## src/rtl/edge_pulse_pkg.sv

```systemverilog
// rtl/edge_pulse_pkg.sv - mode encodings and edge-select helper for edge_pulse_gen (EDGE_PULSE_CNT_EN sizes the event counters)
package edge_pulse_pkg;

   typedef logic [1:0] mode_t;

   localparam mode_t MODE_NONE = 2'b00;
   localparam mode_t MODE_RISE = 2'b01;
   localparam mode_t MODE_FALL = 2'b10;
   localparam mode_t MODE_BOTH = 2'b11;

   // Event counter geometry, used only when EDGE_PULSE_CNT_EN is defined
   localparam int              EVT_W   = 8;
   localparam logic [EVT_W-1:0] EVT_MAX = {EVT_W{1'b1}};
   localparam logic [EVT_W-1:0] EVT_ONE = EVT_W'(1);

   // Qualify raw rise/fall indications against the selected edge mode
   function automatic logic edge_match(input mode_t mode, input logic rise, input logic fall);
      logic hit;
      case (mode)
         MODE_RISE: hit = rise;
         MODE_FALL: hit = fall;
         MODE_BOTH: hit = rise | fall;
         default:   hit = 1'b0;
      endcase
      return hit;
   endfunction

endpackage

```

## src/rtl/edge_pulse_ch.sv

```systemverilog
// rtl/edge_pulse_ch.sv - one channel: synchroniser, edge detector, retriggerable pulse counter, optional event counter (EDGE_PULSE_CNT_EN)
module edge_pulse_ch
   import edge_pulse_pkg::*;
#(
   parameter int SYNC = 2,
   parameter int PW   = 4
) (
   input  logic             clk_i,
   input  logic             rst_i,
   input  logic             en_i,
   input  mode_t            mode_i,
   input  logic             in_i,
`ifdef EDGE_PULSE_CNT_EN
   input  logic             cnt_clr_i,
   output logic [EVT_W-1:0] evt_cnt_o,
`endif
   output logic             out_o
);

   localparam int            CW    = $clog2(PW + 1);
   localparam logic [CW-1:0] PW_C  = CW'(PW);
   localparam logic [CW-1:0] ONE_C = CW'(1);

   logic [SYNC-1:0] sync_q;
   logic            prev_q;
   logic [CW-1:0]   cnt_q;
   logic [CW-1:0]   cnt_d;
   logic            out_q;
   logic            sync_lvl;
   logic            rise;
   logic            fall;
   logic            det;

   assign sync_lvl = sync_q[SYNC-1];
   assign rise     = sync_lvl & ~prev_q;
   assign fall     = ~sync_lvl & prev_q;
   assign det      = en_i & edge_match(mode_i, rise, fall);

   // Synchroniser chain and history flop keep tracking the input even while detection is disabled
   always_ff @(posedge clk_i) begin
      if (rst_i) begin
         sync_q <= '0;
         prev_q <= 1'b0;
      end else begin
         sync_q <= {sync_q[SYNC-2:0], in_i};
         prev_q <= sync_lvl;
      end
   end

   // Width counter next state: reload on any detection (retrigger), otherwise count down and stop at zero
   always_comb begin
      cnt_d = cnt_q;
      if (det) begin
         cnt_d = PW_C;
      end else if (cnt_q != '0) begin
         cnt_d = cnt_q - ONE_C;
      end
   end

   // Counter and registered pulse output; the output is high exactly while the next count is non-zero
   always_ff @(posedge clk_i) begin
      if (rst_i) begin
         cnt_q <= '0;
         out_q <= 1'b0;
      end else begin
         cnt_q <= cnt_d;
         out_q <= (cnt_d != '0);
      end
   end

   assign out_o = out_q;

`ifdef EDGE_PULSE_CNT_EN
   logic [EVT_W-1:0] evt_q;

   // Saturating detected-edge counter; clear takes priority over a same-cycle detection
   always_ff @(posedge clk_i) begin
      if (rst_i || cnt_clr_i) begin
         evt_q <= '0;
      end else if (det && (evt_q != EVT_MAX)) begin
         evt_q <= evt_q + EVT_ONE;
      end
   end

   assign evt_cnt_o = evt_q;
`endif

endmodule

```

## src/rtl/edge_pulse_gen.sv

```systemverilog
// rtl/edge_pulse_gen.sv - multi-channel edge-to-pulse generator top; EDGE_PULSE_CNT_EN adds per-channel event counters
module edge_pulse_gen
   import edge_pulse_pkg::*;
#(
   parameter int CH   = 4,
   parameter int SYNC = 2,
   parameter int PW   = 4
) (
   input  logic                clk,
   input  logic                rst,
   input  logic                en,
   input  logic [1:0]          mode,
   input  logic [CH-1:0]       in,
`ifdef EDGE_PULSE_CNT_EN
   input  logic                cnt_clr,
   output logic [CH*EVT_W-1:0] evt_cnt,
`endif
   output logic [CH-1:0]       out
);

   // One fully independent channel per input bit
   for (genvar i = 0; i < CH; i++) begin : g_ch
      edge_pulse_ch #(
         .SYNC (SYNC),
         .PW   (PW)
      ) u_ch (
         .clk_i     (clk),
         .rst_i     (rst),
         .en_i      (en),
         .mode_i    (mode),
         .in_i      (in[i]),
`ifdef EDGE_PULSE_CNT_EN
         .cnt_clr_i (cnt_clr),
         .evt_cnt_o (evt_cnt[EVT_W*i +: EVT_W]),
`endif
         .out_o     (out[i])
      );
   end

endmodule

```

## config.mk

```make
export PLATFORM = sky130hd
export DESIGN_NAME = edge_pulse_gen
export DESIGN_NICKNAME = d
export VERILOG_FILES = /design/src/rtl/edge_pulse_pkg.sv /design/src/rtl/edge_pulse_ch.sv /design/src/rtl/edge_pulse_gen.sv
export SDC_FILE = /design/constraint.sdc
export NUM_CORES = 1
export LEC_CHECK = 0
export ABC_AREA = 1
export BUFFER_PORTS_ARGS = -buffer_cell sky130_fd_sc_hd__clkbuf_2
export CAP_MARGIN = 20
export CORE_ASPECT_RATIO = 1.4
export CORE_MARGIN = 2
export CORE_UTILIZATION = 41
export CTS_BUF_LIST = sky130_fd_sc_hd__clkbuf_16
export CTS_CLUSTER_SIZE = 40
export DETAILED_ROUTE_END_ITERATION = 12
export PLACE_DENSITY = 0.66
export RECOVER_POWER = 50
export SKIP_LAST_GASP = 1
export SYNTH_ARGS = -nofsm -noshare
export SYNTH_HDL_FRONTEND = slang
export SYNTH_HIERARCHICAL = 1
export SYNTH_SLANG_ARGS = --single-unit
```

## constraint.sdc

```tcl
create_clock -name clk -period 2 [get_ports clk]
set_input_delay 0 -clock clk [delete_from_list [all_inputs] [get_ports clk]]
set_output_delay 0 -clock clk [all_outputs]
set_load 0.03 [all_outputs]
```

# Word level (Yosys, flattened, before mapping)
# Index checks and enable logic that the tools add are counted.
# totals
ff_bits	28
# op_classes
eq_ne	3
n_mux	12
n_reduce_logical	8
n_addsub	4
bitwise_logic	24
# ops
op	count
$mux 3	8
$reduce_bool 3->1	8
$and 1x1->1	12
$pmux 1 s3	4
$sub 3x1->3 const B	4
$not 1->1	8
$eq 2x2->1 const B	2
$or 1x1->1	4
$eq 2x1->1 const B	1

# Logic depth before layout (Yosys ltp)
# depth
ltp_word	7
depth_mapped	9

# By module
# The synthesis kept the hierarchy.
# by_module_without_submodules
module	n_inst	seq_area_each_um2	area_per_inst_um2	cells_per_inst
edge_pulse_ch	4	140.1	362.8	50

# Least setup slack after synthesis
# No wires, ideal clock.
# synth_timing
path_kind	reg-to-reg
from	register g_ch[0].u_ch.cnt_q[0]
to	register g_ch[0].u_ch.out_q
required_time_ns	1.884
setup_ns	0.116
path_slack_ns	0.738
path_stages_with_launch	10
path_buffers	0
arrival_ns	1.145
path_cell_list	dfxtp_1 inv_1 ha_1 ha_1 inv_1 nand2_1 nand2_1 nor2_1 o21ai_0 nand2_1
# synth_via
elab_chain_cells	4
# synth_rtl
element	line_no	source
start, declared	edge_pulse_ch.sv:26	logic [CW-1:0] cnt_q;
start signal, assigned	edge_pulse_ch.sv:66	cnt_q <= cnt_d;
$sub 3x1->3 or $reduce_bool 3->1 (tied branches)	edge_pulse_ch.sv:56, edge_pulse_ch.sv:55	
$mux 3 *	edge_pulse_ch.sv:55	end else if (cnt_q != '0) begin
$mux 3 *	edge_pulse_ch.sv:53	if (det) begin
$reduce_bool 3->1 *	edge_pulse_ch.sv:67	out_q <= (cnt_d != '0);
end signal, assigned	edge_pulse_ch.sv:67	
end, declared	edge_pulse_ch.sv:28	logic out_q;
# Every way passes the cells marked *; elsewhere a longest branch is shown, timed or not.
# A chain may end at the register's enable or synchronous reset.

# Worst setup path after layout
# layout_timing
from	register g_ch[1].u_ch.cnt_q[0]
to	register g_ch[1].u_ch.out_q
# layout_via
elab_chain_cells	4
# layout_rtl
element	line_no
start, declared	edge_pulse_ch.sv:26
start signal, assigned	edge_pulse_ch.sv:66
$sub 3x1->3 or $reduce_bool 3->1 (tied branches)	edge_pulse_ch.sv:56, edge_pulse_ch.sv:55
$mux 3 *	edge_pulse_ch.sv:55
$mux 3 *	edge_pulse_ch.sv:53
$reduce_bool 3->1 *	edge_pulse_ch.sv:67
end signal, assigned	edge_pulse_ch.sv:67
end, declared	edge_pulse_ch.sv:28
# Marked as above.

==> impl_metrics.env <==
export IMPL_drt_iter0_markers=13
export IMPL_setup_tns_final_ns=0
export IMPL_worstHoldEndpoint="g_ch[3].u_ch/sync_q[1]"
export IMPL_cts_sinks=28
export IMPL_htreeDepth=1
export IMPL_switching_power_mw=0.6139
export IMPL_overflow=0
export IMPL_die_h_um=74.40
export IMPL_grt_max_degree=17
export IMPL_switching_share_pct=34.18
export IMPL_critPathArrivalTime_ns=1.55
export IMPL_hpwlAfterDp_um=1550
export IMPL_period_share_pct=69.60
export IMPL_hold_viol=0
export IMPL_irDropWorstVdd_mv=0.5769
export IMPL_grt_first_pass_wirelength_um=3553
export IMPL_synth_distinct_cells=11
export IMPL_synth_cells=200
export IMPL_maxCapViolCount=0
export IMPL_hp_class="input port to flip-flop"
export IMPL_power_density_mw_per_mm2=1072
export IMPL_row_count=25
export IMPL_gp_congestion=0.7449
export IMPL_routedWlPerCell_um=7.727
export IMPL_yosys_warnings=6
export IMPL_critPathKind="flip-flop to flip-flop"
export IMPL_ios=13
export IMPL_drt_wl_total_um=2009
export IMPL_vias=1090
export IMPL_rr_endpoint="g_ch[1].u_ch/out_o"
export IMPL_synth_area_mm2=0.001451
export IMPL_status="complete, no violations"
export IMPL_viasPerCell=4.192
export IMPL_cts_tree="built"
export IMPL_clock_skew_ns=0.003396
export IMPL_holdBufCountCts=4
export IMPL_seq_area_frac_synth_pct=38.62
export IMPL_p_leak_nw=0.9347
export IMPL_fmax_mhz=718.4
export IMPL_clockBufferDepth=2
export IMPL_max_slew_worst_pin_slew_ns=0.3607
export IMPL_start_util_pct=42.96
export IMPL_p_comb_share_pct=34.4
export IMPL_grt_util_all_layers_pct=12.28
export IMPL_area_growth_pct=15.43
export IMPL_final_core_util_pct=49.59
export IMPL_p_seq_share_pct=40.9
export IMPL_rsz0062_at_grt="false"
export IMPL_reg2reg_depth=9
export IMPL_cp_common_cell="nand2_1"
export IMPL_hold_depth=2
export IMPL_die_area_mm2=0.004039
export IMPL_p_int_mw=1.182
export IMPL_fin_crit_ns=1.392
export IMPL_drt_pass1_iterations=4
export IMPL_core_region_area_mm2=0.003378
export IMPL_reg2reg_from="g_ch[1].u_ch/cnt_q[0]"
export IMPL_cts_setup_buffers=0
export IMPL_required_ns=2.15
export IMPL_grt_pass1_vias=929
export IMPL_ant_nets=0
export IMPL_cpMaxStageDelayCell="dfxtp_1"
export IMPL_avgSynthCellArea_um2=7.257
export IMPL_end_kind="flip-flop"
export IMPL_die_w_um=54.29
export IMPL_critPathLaunchType="flip-flop"
export IMPL_critical_path_max_fanout=4
export IMPL_path_delay_family="adder cells"
export IMPL_antenna_found_initial=0
export IMPL_crit_path_cell_trace="inv_1, ha_1, ha_1, inv_1, nand2_1, nand2_1, nor2_1, o21ai_0, nand2_1"
export IMPL_layout_nets=250
export IMPL_setup_violations=0
export IMPL_critPathBufInv=2
export IMPL_drc=0
export IMPL_antennaDiodeCount=0
export IMPL_relSlewSlack_pct=75.95
export IMPL_max_stage_delay_ns=0.35
export IMPL_power_share_clock_pct=24.7
export IMPL_cts_root_buf="clkbuf_16"
export IMPL_hold_slack_ns=0.1647
export IMPL_cts_clk_slew_worst_paths_ns=0.06
export IMPL_cts_resized=0
export IMPL_drive_gt1_share_pct=10.45
export IMPL_report_final_slew_viol_count=0
export IMPL_reg2reg_slack_ns=0.61
export IMPL_synth_seq_cells=28
export IMPL_io_buffers=12
export IMPL_hold_start="rst"
export IMPL_clk_latency_ns=0.26
export IMPL_syn_nets=229
export IMPL_n_fill_cell=341
export IMPL_cts_buffers=3
power groups by stage:
stage	Combinational, mW	Sequential [mW]	Clock, mW
finish	0.618	0.735	0.443
floorplan	0.414	0.825	0
detailed placement	0.630	0.750	0
global placement	0.614	0.745	0
CTS	0.641	0.738	0.466
global route	0.739	0.750	0.493
worst max-delay path by stage:
| stage | start | cells past startpoint | endpoint |
|---|---|---|---|
| 6_report | g_ch[1].u_ch/cnt_q[0] | 9 | g_ch[1].u_ch/out_o |
| 5_1_grt | g_ch[2].u_ch/cnt_q[0] | 9 | g_ch[2].u_ch/out_o |
| 4_1_cts | g_ch[1].u_ch/cnt_q[0] | 9 | g_ch[1].u_ch/out_o |
| 3_5_place_dp | g_ch[1].u_ch/cnt_q[0] | 9 | g_ch[1].u_ch/out_o |
| 3_3_place_gp | g_ch[2].u_ch/cnt_q[0] | 9 | g_ch[2].u_ch/out_o |
| 2_1_floorplan | g_ch[0].u_ch/cnt_q[0] | 9 | g_ch[0].u_ch/out_o |
kinds of logic (layout without fill, tap and decap cells):
family | Yosys count | in the layout | synth area share [%]
and+or+nand+nor | 84 | 84 | 24.14
buffers and inverters | 60 | 80 | 15.52
adders and majority gates | 20 | 20 | 17.24
DFF | 28 | 28 | 38.62
AOI/OAI and AO/OA | 8 | 8 | 4.483
cell type report:
class	instances	area (µm²)	share of cell area (%)
clock inverter	1	3.754	0.2240
clock buffer	3	75.07	4.481
sequential	28	560.5	33.46
multi-input combinational	112	665.6	39.73
timing repair buffer	16	95.09	5.676
inverter	60	225.2	13.44
tap	40	50.05	2.987
layer usage:
metal / share of wire, % / vias to the layer above / track usage (%)
li1: - / 603 / -
met1: 43 / 469 / 13.16
met2: 50 / 13 / 20.21
met3: 2.8 / 5 / 1.807
met4: 4.1 / 0 / 10.83
met5: 0 / - / 0
flip-flops by register name, summed over array words and instances, names as in the netlist:
signal	cells
g_ch.u_ch/cnt_q	12
g_ch.u_ch/prev_q	4
g_ch.u_ch/sync_q	8
g_ch.u_ch/out_o	4
synthesized netlist by cell type (all sizes together):
master  number  area [µm²]
a21boi       4       45.04
and2         8       50.05
dfxtp       28       560.5
ha          20       250.2
inv         60       225.2
nand2       44       175.2
nand3        4       20.02
nor2        28       105.1
o21ai        4       20.02
cell usage in the layout, fill, tap and decap left out:
cell	instances
a21boi_2	4
and2_1	8
clkbuf_1	4
clkbuf_16	3
clkbuf_2	8
clkinv_1	1
dfxtp_1	28
dlygate4sd3_1	4
ha_1	20
inv_1	56
inv_2	4
nand2_1	40
nand2_2	4
nand3_1	4
nor2_1	28
o21ai_0	4
worst register-to-register path, stage by stage (launching register included):
cell     delay, ns
dfxtp_1       0.35
inv_1         0.06
ha_1          0.21
ha_1          0.18
inv_1         0.10
nand2_1       0.06
nand2_1       0.05
nor2_1        0.04
o21ai_0       0.15
nand2_1       0.07
per-stage QoR:
stage	power [mW]	cell area [µm²]	instances	worst slack, ns
CTS	1.845	1680	260	0.6039
global route	1.982	1675	260	0.4160
floorplan	1.238	1451	200	0.7384
finish	1.796	1675	260	0.6081
detailed placement	1.380	1562	252	0.6281
global placement	1.360	1562	252	0.6416
(Power assumes the default switching activity.)
